[src/rtl/stream_parity_pkg.sv]
// Shared constants and helpers for the stream_parity block.
package stream_parity_pkg;

    localparam int MAX_W = 1024;

    typedef int unsigned sat_t;

    function automatic int ngroup(input int width, input int group);
        return width / group;
    endfunction

    // Largest value a cnt_w-bit saturating counter may hold.
    function automatic sat_t sat_max(input int cnt_w);
        return (cnt_w >= 32) ? 32'hffff_ffff : ((32'd1 << cnt_w) - 32'd1);
    endfunction

    // Reference per-group parity; bits above ngrp in the result are zero.
    function automatic logic [MAX_W-1:0] group_parity(input logic [MAX_W-1:0] data,
                                                      input int group, input int ngrp,
                                                      input logic odd);
        logic [MAX_W-1:0] r;
        r = '0;
        for (int g = 0; g < ngrp; g++) begin
            r[g] = odd;
            for (int b = 0; b < group; b++) r[g] = r[g] ^ data[g*group + b];
        end
        return r;
    endfunction

endpackage

[src/rtl/stream_parity_err_counter.sv]
// Saturating error counter with sticky flag; a new error beats a same-cycle clear.
module parity_err_counter
    import stream_parity_pkg::*;
#(
    parameter int CNT_W = 16
) (
    input  logic             clk,
    input  logic             rst_n,
    input  logic             inc,
    input  logic             clear,
    output logic             sticky,
    output logic [CNT_W-1:0] count
);
    localparam logic [CNT_W-1:0] SAT = CNT_W'(sat_max(CNT_W));

    always_ff @(posedge clk) begin
        if (!rst_n) begin
            count  <= '0;
            sticky <= 1'b0;
        end else if (inc) begin
            sticky <= 1'b1;
            if (clear)           count <= CNT_W'(1);
            else if (count != SAT) count <= count + CNT_W'(1);
        end else if (clear) begin
            count  <= '0;
            sticky <= 1'b0;
        end
    end
endmodule

[src/rtl/stream_parity_parity.sv]
// Library parity primitive: XOR-reduce of one W-bit vector.
module parity #(
    parameter int W = 8
) (
    input  logic [W-1:0] d,
    output logic         p
);
    assign p = ^d;
endmodule

[src/rtl/stream_parity.sv]
// Streaming per-group parity generator/checker with a one-deep registered output stage.
module stream_parity
    import stream_parity_pkg::*;
#(
    parameter int WIDTH = 32,
    parameter int GROUP = 8,
    parameter int CNT_W = 16,
    localparam int NGROUP = ngroup(WIDTH, GROUP)
) (
    input  logic              clk,
    input  logic              rst_n,
    input  logic              odd_mode,
    input  logic              check_en,
    input  logic              in_valid,
    output logic              in_ready,
    input  logic [WIDTH-1:0]  in_data,
    input  logic [NGROUP-1:0] in_par,
    output logic              out_valid,
    input  logic              out_ready,
    output logic [WIDTH-1:0]  out_data,
    output logic [NGROUP-1:0] out_par,
    output logic [NGROUP-1:0] out_err,
    input  logic              err_clear,
    output logic              err_sticky,
    output logic [CNT_W-1:0]  err_count
);
    if (WIDTH % GROUP != 0) begin : g_bad_cfg
        $error("stream_parity: WIDTH must be a multiple of GROUP");
    end

    typedef struct packed {
        logic [WIDTH-1:0]  data;
        logic [NGROUP-1:0] par;
        logic [NGROUP-1:0] err;
    } rsp_t;

    logic [NGROUP-1:0] lane_p;
    logic [NGROUP-1:0] p;
    logic              accept;
    logic              word_err;
    rsp_t              nxt, rsp;

    for (genvar g = 0; g < NGROUP; g++) begin : g_lane
        parity #(.W(GROUP)) u_par (.d(in_data[g*GROUP +: GROUP]), .p(lane_p[g]));
    end

    assign p        = lane_p ^ {NGROUP{odd_mode}};
    assign in_ready = !out_valid || out_ready;
    assign accept   = in_valid && in_ready;

    always_comb begin
        nxt.data = in_data;
        nxt.par  = check_en ? in_par : p;
        nxt.err  = check_en ? (p ^ in_par) : '0;
    end

    assign word_err = accept && check_en && (|nxt.err);

    always_ff @(posedge clk) begin
        if (!rst_n) begin
            out_valid <= 1'b0;
            rsp       <= '0;
        end else if (accept) begin
            out_valid <= 1'b1;
            rsp       <= nxt;
        end else if (out_ready) begin
            out_valid <= 1'b0;
        end
    end

    assign out_data = rsp.data;
    assign out_par  = rsp.par;
    assign out_err  = rsp.err;

    parity_err_counter #(.CNT_W(CNT_W)) u_cnt (
        .clk    (clk),
        .rst_n  (rst_n),
        .inc    (word_err),
        .clear  (err_clear),
        .sticky (err_sticky),
        .count  (err_count)
    );
endmodule
[config.mk]
export PLATFORM = sky130hd
export DESIGN_NAME = stream_parity
export DESIGN_NICKNAME = d
export VERILOG_FILES = /design/src/rtl/stream_parity_pkg.sv /design/src/rtl/stream_parity_err_counter.sv /design/src/rtl/stream_parity_parity.sv /design/src/rtl/stream_parity.sv
export SDC_FILE = /design/constraint.sdc
export NUM_CORES = 1
export LEC_CHECK = 0
export BUFFER_PORTS_ARGS = -buffer_cell sky130_fd_sc_hd__clkbuf_2
export CAP_MARGIN = 20
export CORE_ASPECT_RATIO = 1.1
export CORE_MARGIN = 4
export CORE_UTILIZATION = 40
export CTS_BUF_LIST = sky130_fd_sc_hd__clkbuf_2
export CTS_CLUSTER_SIZE = 25
export DETAILED_ROUTE_END_ITERATION = 10
export HOLD_SLACK_MARGIN = 0.15
export PLACE_DENSITY_LB_ADDON = 0.08
export SLEW_MARGIN = 0
export SYNTH_ARGS = -nofsm -noshare
export SYNTH_HDL_FRONTEND = slang
export SYNTH_HIERARCHICAL = 1
export SYNTH_SLANG_ARGS = --single-unit
[constraint.sdc]
create_clock -name clk -period 4.6 [get_ports clk]
set_clock_uncertainty 0.2 [all_clocks]
set_input_delay 0.46 -clock clk [delete_from_list [all_inputs] [get_ports clk]]
set_output_delay 0.46 -clock clk [all_outputs]
set_load 0.1 [all_outputs]
==> results of run 1 <==
flip-flops by register name, summed over array words and instances (netlist names):
name and flops:
out_par 4, out_data 32, out_err 4, out_valid 1, u_cnt/count 16, u_cnt/sticky 1
metrics by stage:
step | power (mW) | area, µm² | utilization, % | setup slack [ns]
after floorplan | 0.916 | 3010 | - | 1.31
after global placement | 0.993 | 3500 | 48.8 | 1.13
after detailed placement | 0.997 | 3500 | 48.8 | 1.07
after CTS | 1.45 | 3980 | 55.6 | 1.07
after global routing | 1.51 | 3980 | 55.6 | 0.841
final | 1.44 | 3980 | 55.6 | 0.943
layer usage:
metal	up-vias	part of all wire [%]	track usage, %
li1	1489	-	-
met1	1442	46	24.9
met2	80	47	31.6
met3	18	4.2	3.59
met4	0	2.4	8.83
met5	-	0	0
critical path, delay by kind of cell:
family          cells  cell delay [ns]
buf+inv             2             0.67
simple gates        2             0.45
xor+xnor            4             1.02
compound gates      4             1.23
power breakdown:
part / switching [mW] / total (mW) / internal (mW)
Combinational: 0.323 / 0.464 / 0.141
Clock: 0.199 / 0.431 / 0.233
Sequential: 0.0133 / 0.542 / 0.529
final cells by class:
cell class / instances / share of cell area, %
Clock buffer: 9 / 1.13
Timing Repair Buffer: 137 / 21.5
Sequential cell: 58 / 29.2
Inverter: 4 / 0.377
Multi-Input combinational cell: 254 / 42.2
Tap cell: 85 / 2.67
Clock inverter: 7 / 2.95
layout by cell type, fill, tap and decap left out, types with 3 or more instances in the layout:
cell type and count:
o2111ai_1 5, nand2b_1 8, clkinvlp_4 3, xor2_1 10, o21ai_1 3, dfxtp_1 58, nand2_1 11, and3_1 3
nor3_1 7, bufinv_16 3, a31oi_1 4, nand3_1 36, clkbuf_2 110, xor3_2 4, o21ai_0 42, dlygate4sd3_1 32
buf_4 4, nand4_1 8, nor2_1 3, xnor2_1 24, o221a_2 3, a21oi_1 49
worst paths after layout:
path | end | depth (start not counted) | slack (ns) | startpoint
max | u_cnt/count[13]$_SDFFE_PN0P_ | 12 | 0.94 | in_data[13]
min | out_par[0]$_SDFFE_PN0P_ | 4 | 0.20 | in_par[0]
max reg2reg | u_cnt/count[13]$_SDFFE_PN0P_ | 10 | 1.39 | out_valid$_SDFFE_PN0P_
min reg2reg | out_data[18]$_SDFFE_PN0P_ | 2 | 0.29 | out_data[18]$_SDFFE_PN0P_
logic make-up (layout without fill, tap and decap cells):
group | after synthesis | after routing
AO/OA/AOI/OAI | 119 | 119
XOR/XNOR | 38 | 38
adder cells (fa/ha/maj) | 1 | 1
buffers and inverters | 31 | 157
flip-flops | 58 | 58
multiplexers | 2 | 2
AND/OR/NAND/NOR | 94 | 94
==> impl_metrics.csv, run 1 <==
group,metric,value,unit
timing,fin_tns_setup,0,ns
global_route,grt_pass1_wl,14400,µm
clocking,post_cts_buffers,0,
clocking,post_cts_resized,0,
global_route,overflow,0,
detailed_routing,avgViaCountPerCell,5.47,
synthesis,synthesis.area,0.00301,mm²
setup_path,crit_fanout,10,
synthesis,synth_cells,343,
clocking,cts_tree,"built",
clocking,cts-buffers-inserted,9,
setup_path,cp-start-kind,"primary input",
global_route,grt_util_all_layers,19.4,%
synthesis,synth-edff-count,0,
timing,final-setup-viol-count,0,
cells_and_area,layout.area.seq,0.00116,mm²
floorplan,core,0.00717,mm²
timing,max_clock_freq,0.273,GHz
min_path,hold_class,"primary input to flop",
pwr,p_per_area,361,mW/mm²
synthesis,synth_top_area_cell,"dfxtp_1",
timing,hold_viol_final,0,
floorplan,die_h,98.9,µm
clocking,cts.sinks,58,
run,drv_cap,0,
placed_design,hpwl,5680,µm
floorplan,die_area,0.00897,mm²
synthesis,yosysWarnings,6,
detailed_routing,firstDrtPassIters,4,
synthesis,syn_area_per_cell,8.76,µm²
cells_and_area,drive_gt1_share,30.1,%
floorplan,num_rows,32,
detailed_routing,first_iter_violations,131,
placed_design,place_inst,506,
floorplan,io_pins,102,
clocking,cts_hold_buffers,32,
setup_path,slowest_stage,"a21oi_1",
cells_and_area,syn2layout_area_growth,32.5,%
synthesis,ys_top_cells_by_count,"58 x dfxtp_1, 49 x a21oi_1, 42 x o21ai_0, 36 x nand3_1, 24 x xnor2_1",
cells_and_area,stdcell_count,554,
floorplan,initial_core_util,41.9,%
synthesis,synth_xor_xnor_area_share,13.2,%
detailed_routing,drc,0,
cells_and_area,fin_nets,508,
cells_and_area,fillers,701,
synthesis,synth_simple_gate_area_share,18.8,%
synthesis,synth_top_family_by_area,"compound AO/OA/AOI/OAI gates",
timing,finalCritPeriodShare,79.5,%
setup_path,critical_path_required,4.78,ns
setup_path,cp.arrival,3.84,ns
status,status,"finished clean",
cells_and_area,multi_input_area,0.00168,mm²
synthesis,synthArstFlopShare,0,%
global_route,grt_pass1_vias,2955,
timing,relSlewSlack,48.7,%
timing,holdWs,0.202,ns
placed_design,io_buffers,101,
synthesis,syn_nets,387,
timing,finalMaxSlewViolations,0,
pwr,peakVddDrop,0.000151,V
placed_design,gp_congestion,0.824,
timing,period_needed,3.66,ns
setup_path,end_kind,"flop",
clocking,clockBufferDepth,2,
clocking,cts_root_buf,"clkbuf_2",
clocking,insertion_delay,0.47,ns
synthesis,synth_flop_cell,"dfxtp_1",
timing,worst_slew_pin_slew,0.769,ns
detailed_routing,antenna_left,0,
synthesis,synth_compound_area_share,22.8,%
setup_path,crit_path_max_incr_delay,0.64,ns
clocking,clk_pin_slew,0.19,ns
detailed_routing,wl,8580,µm
detailed_routing,wl_per_cell,15.5,µm
clocking,htree_num_levels,3,
synthesis,ys_seq_area_share,38.6,%
synthesis,synth_most_common_cell,"dfxtp_1",
synthesis,muxShareOfSynthArea,0.666,%
setup_path,path_class,"primary input to flop",
cells_and_area,antenna_cells,0,
floorplan,die_w,90.6,µm
setup_path,crit_top_cell,"xnor2_1",
synthesis,ys_ff_latch,58,
synthesis,ys_types,55,
synthesis,synth_fa_ha_area_share,0.416,%
synthesis,ys_top_cells_by_area,"dfxtp_1 39%, a21oi_1 8.2%, o21ai_0 7.0%",
global_route,grt_max_degree,44,
synthesis,synth_top_area_share,38.6,%
timing,rsz0062_at_grt,"no",
pwr,p_leak,1.72,nW
detailed_routing,vias,3029,
setup_path,worstPathCellList,"dlygate4sd3_1 -> clkbuf_2 -> xnor2_1 -> xnor2_1 -> xnor2_1 -> xor3_2 -> o21ai_1 -> a21oi_1 -> nor2_1 -> and2_2 -> a31o_2 -> a211o_1",
global_route,antenna_found_initial,0,
Power figures use the tool's default switching activity.
==> run 2: changes to the inputs <==
ABC_AREA = 1   (was unset)
clock period = 3.3 ns   (was 4.6 ns; I/O delays follow)
==> run 2 against run 1 <==
Setup slack got worse by 0.50 ns. Wire length rose by 22%. Synthesized area rose by 15%. Sequential cell count did not move. Combinational power rose by 57%. Register-to-register slack got worse by 0.69 ns. Sequential share of layout area fell by 5.7 points. Highest routed layer unchanged.
==> impl_metrics.csv, run 2 <==
group,metric,value,unit
status,status,"finished clean",
setup_path,crit_buf_inv,6,
detailed_routing,first_iter_violations,130,
cells_and_area,largest_reg_flops,32,
cells_and_area,post-route-util,58.9,%
timing,final-setup-viol-count,0,
placed_design,place_inst,775,
floorplan,die_w,96.6,µm
floorplan,initial_core_util,41.1,%
synthesis,yosysWarnings,6,
detailed_routing,antenna_left,0,
synthesis,synth_cells,574,
detailed_routing,avgViaCountPerCell,4.68,
pwr,total_power,1.87,mW
global_route,grt_pass1_wl,18300,µm
global_route,antenna_found_initial,0,
detailed_routing,firstDrtPassIters,4,
pwr,p_clk_share,20.2,%
synthesis,synthArstFlopShare,0,%
synthesis,ys_types,32,
global_route,grt_pass1_vias,3970,
setup_path,slowest_stage,"dlygate4sd3_1",
synthesis,synth_top_area_share,33.6,%
pwr,peakVddDrop,0.000281,V
clocking,insertion_delay,0.49,ns
pwr,p_leak,2.67,nW
floorplan,die_area,0.0102,mm²
setup_path,crit_top_cell,"nand2_1",
setup_path,critical_path_required,3.50,ns
cells_and_area,drive_gt1_share,19.0,%
cells_and_area,layout_commonest_cell,"nand2_1",
setup_path,crit_fanout,14,
clocking,post_cts_buffers,0,
clocking,htree_num_levels,3,
setup_path,worstPathCellList,"dlygate4sd3_1 -> clkbuf_2 -> inv_1 -> nand2_1 -> nand2_1 -> nand2_1 -> nand2_1 -> nand2_1 -> nand2_1 -> inv_1 -> nand2_2 -> nand2_1 -> nand2_1 -> nand3_1 -> nand2_1 -> nor2_1 -> nor2_2 -> nor2_1 -> inv_1 -> nand2_4 -> nand2_1 -> nand2_1 -> o21ai_0 -> inv_1",
clocking,clockBufferDepth,2,
setup_path,cp-start-kind,"primary input",
clocking,cts-buffers-inserted,9,
pwr,sw_frac_of_total,44.3,%
cells_and_area,finish.instance_area,0.00496,mm²
timing,fin_tns_setup,0,ns
detailed_routing,wl,10500,µm
cells_and_area,mostFrequentLayoutCells,"216 x nand2_1, 111 x clkbuf_2, 86 x nor2_1",
timing,max_clock_freq,0.350,GHz
setup_path,path_class,"primary input to flop",
timing,hold_viol_final,0,
timing,relSlewSlack,62.1,%
global_route,overflow,0,
synthesis,synth_top_area_cell,"dfxtp_1",
timing,fin_ws,0.445,ns
cells_and_area,antenna_cells,0,
timing,rsz0062_at_grt,"no",
pwr,p_int,1.04,mW
setup_path,cp.arrival,3.05,ns
global_route,grt_util_all_layers,21.3,%
run,drv_cap,0,
pwr,power.switching,0.831,mW
synthesis,synthesis.area,0.00345,mm²
cells_and_area,stdcell_count,876,
cells_and_area,fin_nets,804,
placed_design,post-place-ws,0.427,ns
timing,worst_slew_pin_slew,0.571,ns
detailed_routing,drc,0,
synthesis,synth-edff-count,0,
synthesis,ys_seq_area_share,33.6,%
synthesis,syn_nets,618,
detailed_routing,wl_per_cell,11.9,µm
synthesis,ys_ff_latch,58,
placed_design,place_area,0.00401,mm²
placed_design,gp_congestion,0.844,
clocking,cts_root_buf,"clkbuf_2",
cells_and_area,syn2layout_area_growth,43.5,%
setup_path,cp_top_family,"simple AND/OR/NAND/NOR gates",
floorplan,io_pins,102,
floorplan,core,0.00841,mm²
timing,finalMaxSlewViolations,0,
floorplan,num_rows,35,
timing,holdWs,0.182,ns
timing,period_needed,2.86,ns
synthesis,ys_top_cells_by_area,"dfxtp_1 34%, nand2_1 23%, nor2_1 9.5%",
pwr,p_per_area,378,mW/mm²
synthesis,syn_area_per_cell,6.02,µm²
clocking,cts.sinks,58,
synthesis,synth_flop_cell,"dfxtp_1",
synthesis,synth_most_common_cell,"nand2_1",
floorplan,die_h,105,µm
placed_design,io_buffers,101,
detailed_routing,vias,4100,
placed_design,hpwl,6980,µm
global_route,grt_max_degree,46,
pwr,seqPwrFrac,40.8,%
clocking,cts_tree,"built",
setup_path,crit_path_max_incr_delay,0.54,ns
synthesis,ys_top_cells_by_count,"216 x nand2_1, 87 x nor2_1, 66 x inv_1, 58 x dfxtp_1, 25 x nand3_1",
setup_path,end_kind,"flop",
timing,finalCritPeriodShare,86.5,%
pwr,power_frac_comb,39.0,%
clocking,clk_pin_slew,0.17,ns
min_path,hold_class,"primary input to flop",
-- run 2: cell count changes after synthesis, moves of 9 or more --
| cell | previous run | this run |
|---|---|---|
| a21oi_1 | 49 | 18 |
| o21ai_1 | 3 | 22 |
| nand2_1 | 11 | 216 |
| xor2_1 | 10 | 1 |
| xnor2_1 | 24 | 0 |
| inv_1 | 2 | 66 |
| clkbuf_1 | 13 | 4 |
| o21ai_0 | 42 | 21 |
| nor2_1 | 3 | 87 |
| nand3_1 | 36 | 25 |
-- run 2: layer usage --
| metal | wire length, µm | vias up | global-route usage [%] |
|---|---|---|---|
| li1 | - | 2160 | - |
| met1 | 4510 | 1814 | 25.9 |
| met2 | 5100 | 107 | 36.6 |
| met3 | 604 | 19 | 5.03 |
| met4 | 238 | 0 | 7.82 |
| met5 | 0 | - | 0 |
-- run 2: logic make-up after synthesis --
family,after synthesis,synth area share (%)
flops,58,33.6
buf+inv,84,10.9
fa+ha+maj,1,0.362
simple gates,355,42.8
compound gates,75,12.1
xor+xnor,1,0.254
-- run 2: repair_timing --
action | 4_1_cts | 5_1_grt
endpoints found under the hold margin | 54 | 0
hold buffers | 85 | 0
endpoints found under the setup margin | 0 | 3
gates resized for setup | 0 | 2
-- run 2: tightest hold or removal path, stage by stage --
cell and delay (ns):
clkbuf_2 0.32, nand2_1 0.16, nor2_1 0.04
-- run 2: cell type report --
cell class	count	area, µm²
fill	869	3450
inverter	70	268
multi-input combinational	432	1930
timing repair buffer	189	1380
clock buffer	10	50.0
sequential	58	1160
clock inverter	6	33.8
tap	111	139
-- run 2: final timing paths --
check                            startpoint  slack, ns  depth (start not counted)                            to
setup / recovery                in_data[22]       0.44                         24  u_cnt/count[13]$_SDFFE_PN0P_
hold reg to reg   u_cnt/sticky$_SDFFE_PN0P_       0.28                          2     u_cnt/sticky$_SDFFE_PN0P_
hold / removal                        rst_n       0.18                          3  u_cnt/count[11]$_SDFFE_PN0P_
setup reg to reg     out_valid$_SDFFE_PN0P_       0.70                          7       out_par[1]$_SDFFE_PN0P_
-- run 2: power groups by stage --
| stage | clock, mW | sequential [mW] | combinational (mW) |
|---|---|---|---|
| 3_5_place_dp | 0 | 0.779 | 0.627 |
| 3_3_place_gp | 0 | 0.778 | 0.621 |
| 5_1_grt | 0.432 | 0.770 | 0.790 |
| 2_1_floorplan | 0 | 1.08 | 0.211 |
| 4_1_cts | 0.401 | 0.764 | 0.724 |
| 6_report | 0.379 | 0.765 | 0.730 |
==> run 3: changes to the inputs <==
--- a/config.mk
+++ b/config.mk
@@ -8,3 +8,2 @@
 export ABC_AREA = 1
-export BUFFER_PORTS_ARGS = -buffer_cell sky130_fd_sc_hd__clkbuf_2
 export CAP_MARGIN = 20
@@ -16,2 +15,3 @@
 export DETAILED_ROUTE_END_ITERATION = 10
+export DONT_BUFFER_PORTS = 1
 export HOLD_SLACK_MARGIN = 0.15
==> constraint.sdc (replaced) <==
create_clock -name clk -period 3.3 [get_ports clk]
set_clock_uncertainty 0.2 [all_clocks]
set_input_delay 0.825 -clock clk [delete_from_list [all_inputs] [get_ports clk]]
set_output_delay 0.825 -clock clk [all_outputs]
set_load 0.1 [all_outputs]
==> run 3 against run 2 <==
Total power fell by 1.4%. Sequential share of layout area rose by 7.1 points. Critical path type unchanged. Core utilization down 14 points.
==> impl_metrics.csv, run 3 (synthesis gave the netlist of run 2 again) <==
group,metric,value,unit
detailed_routing,wl_per_cell,12.9,µm
pwr,peakVddDrop,0.000244,V
global_route,grtUsageMet3,7.68,%
detailed_routing,avgViaCountPerCell,4.85,
timing,relSlewSlack,31.9,%
setup_path,crit_fanout,14,
clocking,cts_hold_buffers,0,
placed_design,gp_congestion,0.865,
global_route,overflow,0,
timing,rsz0062_at_grt,"no",
clocking,cts-buffers-inserted,9,
cells_and_area,layout_commonest_cell,"nand2_1",
placed_design,hpwl,6720,µm
cells_and_area,mostFrequentLayoutCells,"216 x nand2_1, 87 x nor2_1, 66 x inv_1",
run,drv_cap,0,
setup_path,reg2reg_depth,10,
floorplan,initial_core_util,41.1,%
timing,fin_tns_setup,0,ns
global_route,grt_util_all_layers,18.4,%
clocking,clk_pin_slew,0.18,ns
setup_path,cp.arrival,2.79,ns
timing,worst_slew_pin_slew,1.02,ns
global_route,busiest_layer,"met2",
min_path,worstHoldEndpoint,"out_par[2]$_SDFFE_PN0P_",
detailed_routing,antenna_left,0,
global_route,use_met2,30.2,%
clocking,cts_tree,"built",
pwr,total_power,1.85,mW
timing,final-setup-viol-count,0,
min_path,min_from,"rst_n",
detailed_routing,drc,0,
clocking,clockBufferDepth,2,
clocking,cts.sinks,58,
global_route,grt_max_degree,49,
pwr,p_per_area,486,mW/mm²
timing,finalMaxSlewViolations,0,
detailed_routing,vias,3450,
setup_path,path_class,"primary input to flop",
cells_and_area,drive_gt1_share,10.5,%
setup_path,rr_endpoint,"u_cnt/count[13]$_SDFFE_PN0P_",
setup_path,r2r-start,"u_cnt/count[0]$_SDFFE_PN0P_",
cells_and_area,fillers,916,
clocking,post_cts_buffers,0,
floorplan,die_w,96.6,µm
setup_path,cp-start-kind,"primary input",
placed_design,io_buffers,0,
min_path,hold-path-cell-count,2,
cells_and_area,antenna_cells,0,
timing,period_needed,2.60,ns
global_route,grt_pass1_wl,15400,µm
floorplan,num_rows,35,
cells_and_area,syn2layout_area_growth,9.92,%
timing,hold_viol_final,0,
floorplan,core,0.00841,mm²
detailed_routing,firstDrtPassIters,4,
clocking,post_cts_resized,0,
global_route,grt_pass1_vias,3167,
clocking,cts_root_buf,"clkbuf_2",
global_route,antenna_found_initial,0,
setup_path,critical_path_required,3.49,ns
cells_and_area,largest_reg_flops,32,
floorplan,die_area,0.0102,mm²
cells_and_area,fin_nets,639,
clocking,insertion_delay,0.48,ns
detailed_routing,wl,9190,µm
floorplan,die_h,105,µm
clocking,htree_num_levels,3,
status,status,"finished clean",
floorplan,io_pins,102,
pwr,p_leak,1.95,nW
timing,finalCritPeriodShare,78.7,%
timing,max_clock_freq,0.385,GHz
min_path,hold_class,"primary input to flop",
setup_path,end_kind,"flop",
global_route,globalRouteMet1Util,21.9,%
detailed_routing,first_iter_violations,168,
setup_path,reg2reg_setup_slack,0.93,ns
==> run 3: changes by cell type in the layout (fill, tap and decap cells not counted), sizes merged <==
cell and delta:
clkbuf -101, dlygate4sd3 -85, buf +21, bufinv +2
clkinv -1, clkinvlp -1
==> run 3: how the worst max path moves through the flow <==
stage               cells past startpoint               startpoint                           end  slack [ns]
finish                                 21              in_data[28]  u_cnt/count[13]$_SDFFE_PN0P_        0.70
global route                           21              in_data[30]  u_cnt/count[13]$_SDFFE_PN0P_        0.40
CTS                                     0  out_err[2]$_SDFFE_PN0P_                    out_err[2]        0.69
detailed placement                     22               in_data[6]  u_cnt/count[13]$_SDFFE_PN0P_        0.19
global placement                       22               in_data[6]  u_cnt/count[13]$_SDFFE_PN0P_        0.24
floorplan                              13   out_valid$_SDFFE_PN0P_   u_cnt/count[6]$_SDFFE_PN0P_        0.40
==> run 3: critical path, cell delays in order <==
cell	delay [ns]
inv_1	0.03
nand2_1	0.06
nand2_1	0.06
nand2_1	0.06
nand2_1	0.05
nand2_1	0.06
nand2_1	0.11
inv_1	0.09
nand2_1	0.07
nand3_1	0.07
nand3_1	0.11
nand2_1	0.09
nor2_1	0.04
nor2_1	0.18
nor2_1	0.08
inv_1	0.24
nand2_4	0.18
nand2_1	0.19
nand2_1	0.07
o21ai_0	0.07
inv_1	0.05
==> run 3: layout make-up <==
class	instances	area [µm²]	area share, %
clock buffer	10	50.0	1.32
clock inverter	6	81.3	2.14
inverter	70	268	7.05
multi-input combinational	432	1920	50.5
sequential	58	1160	30.6
tap	111	139	3.66
timing repair buffer	24	180	4.74
==> run 3: through the flow <==
| stage | util (%) | cell area [µm²] | cells | hold WS [ns] | worst slack, ns |
|---|---|---|---|---|---|
| 4_1_cts | 45.2 | 3800 | 711 | 0.187 | 0.685 |
| 3_5_place_dp | 43.6 | 3670 | 695 | 0.278 | 0.189 |
| 3_3_place_gp | 43.6 | 3670 | 695 | 0.276 | 0.242 |
| 5_1_grt | 45.2 | 3800 | 711 | 0.161 | 0.403 |
| 2_1_floorplan | - | 3450 | 574 | 0.700 | 0.404 |
| 6_report | 45.2 | 3800 | 711 | 0.268 | 0.703 |
==> run 3: where the power goes <==
| part | switching, mW | internal, mW |
|---|---|---|
| clock | 0.285 | 0.249 |
| sequential | 0.292 | 0.742 |
| combinational | 0.189 | 0.0895 |
==> run 3: metal layers <==
metal / vias up / routed length, µm
met5: - / 0
met4: 0 / 67
met3: 5 / 739
met2: 90 / 4440
met1: 1524 / 3940
li1: 1831 / -
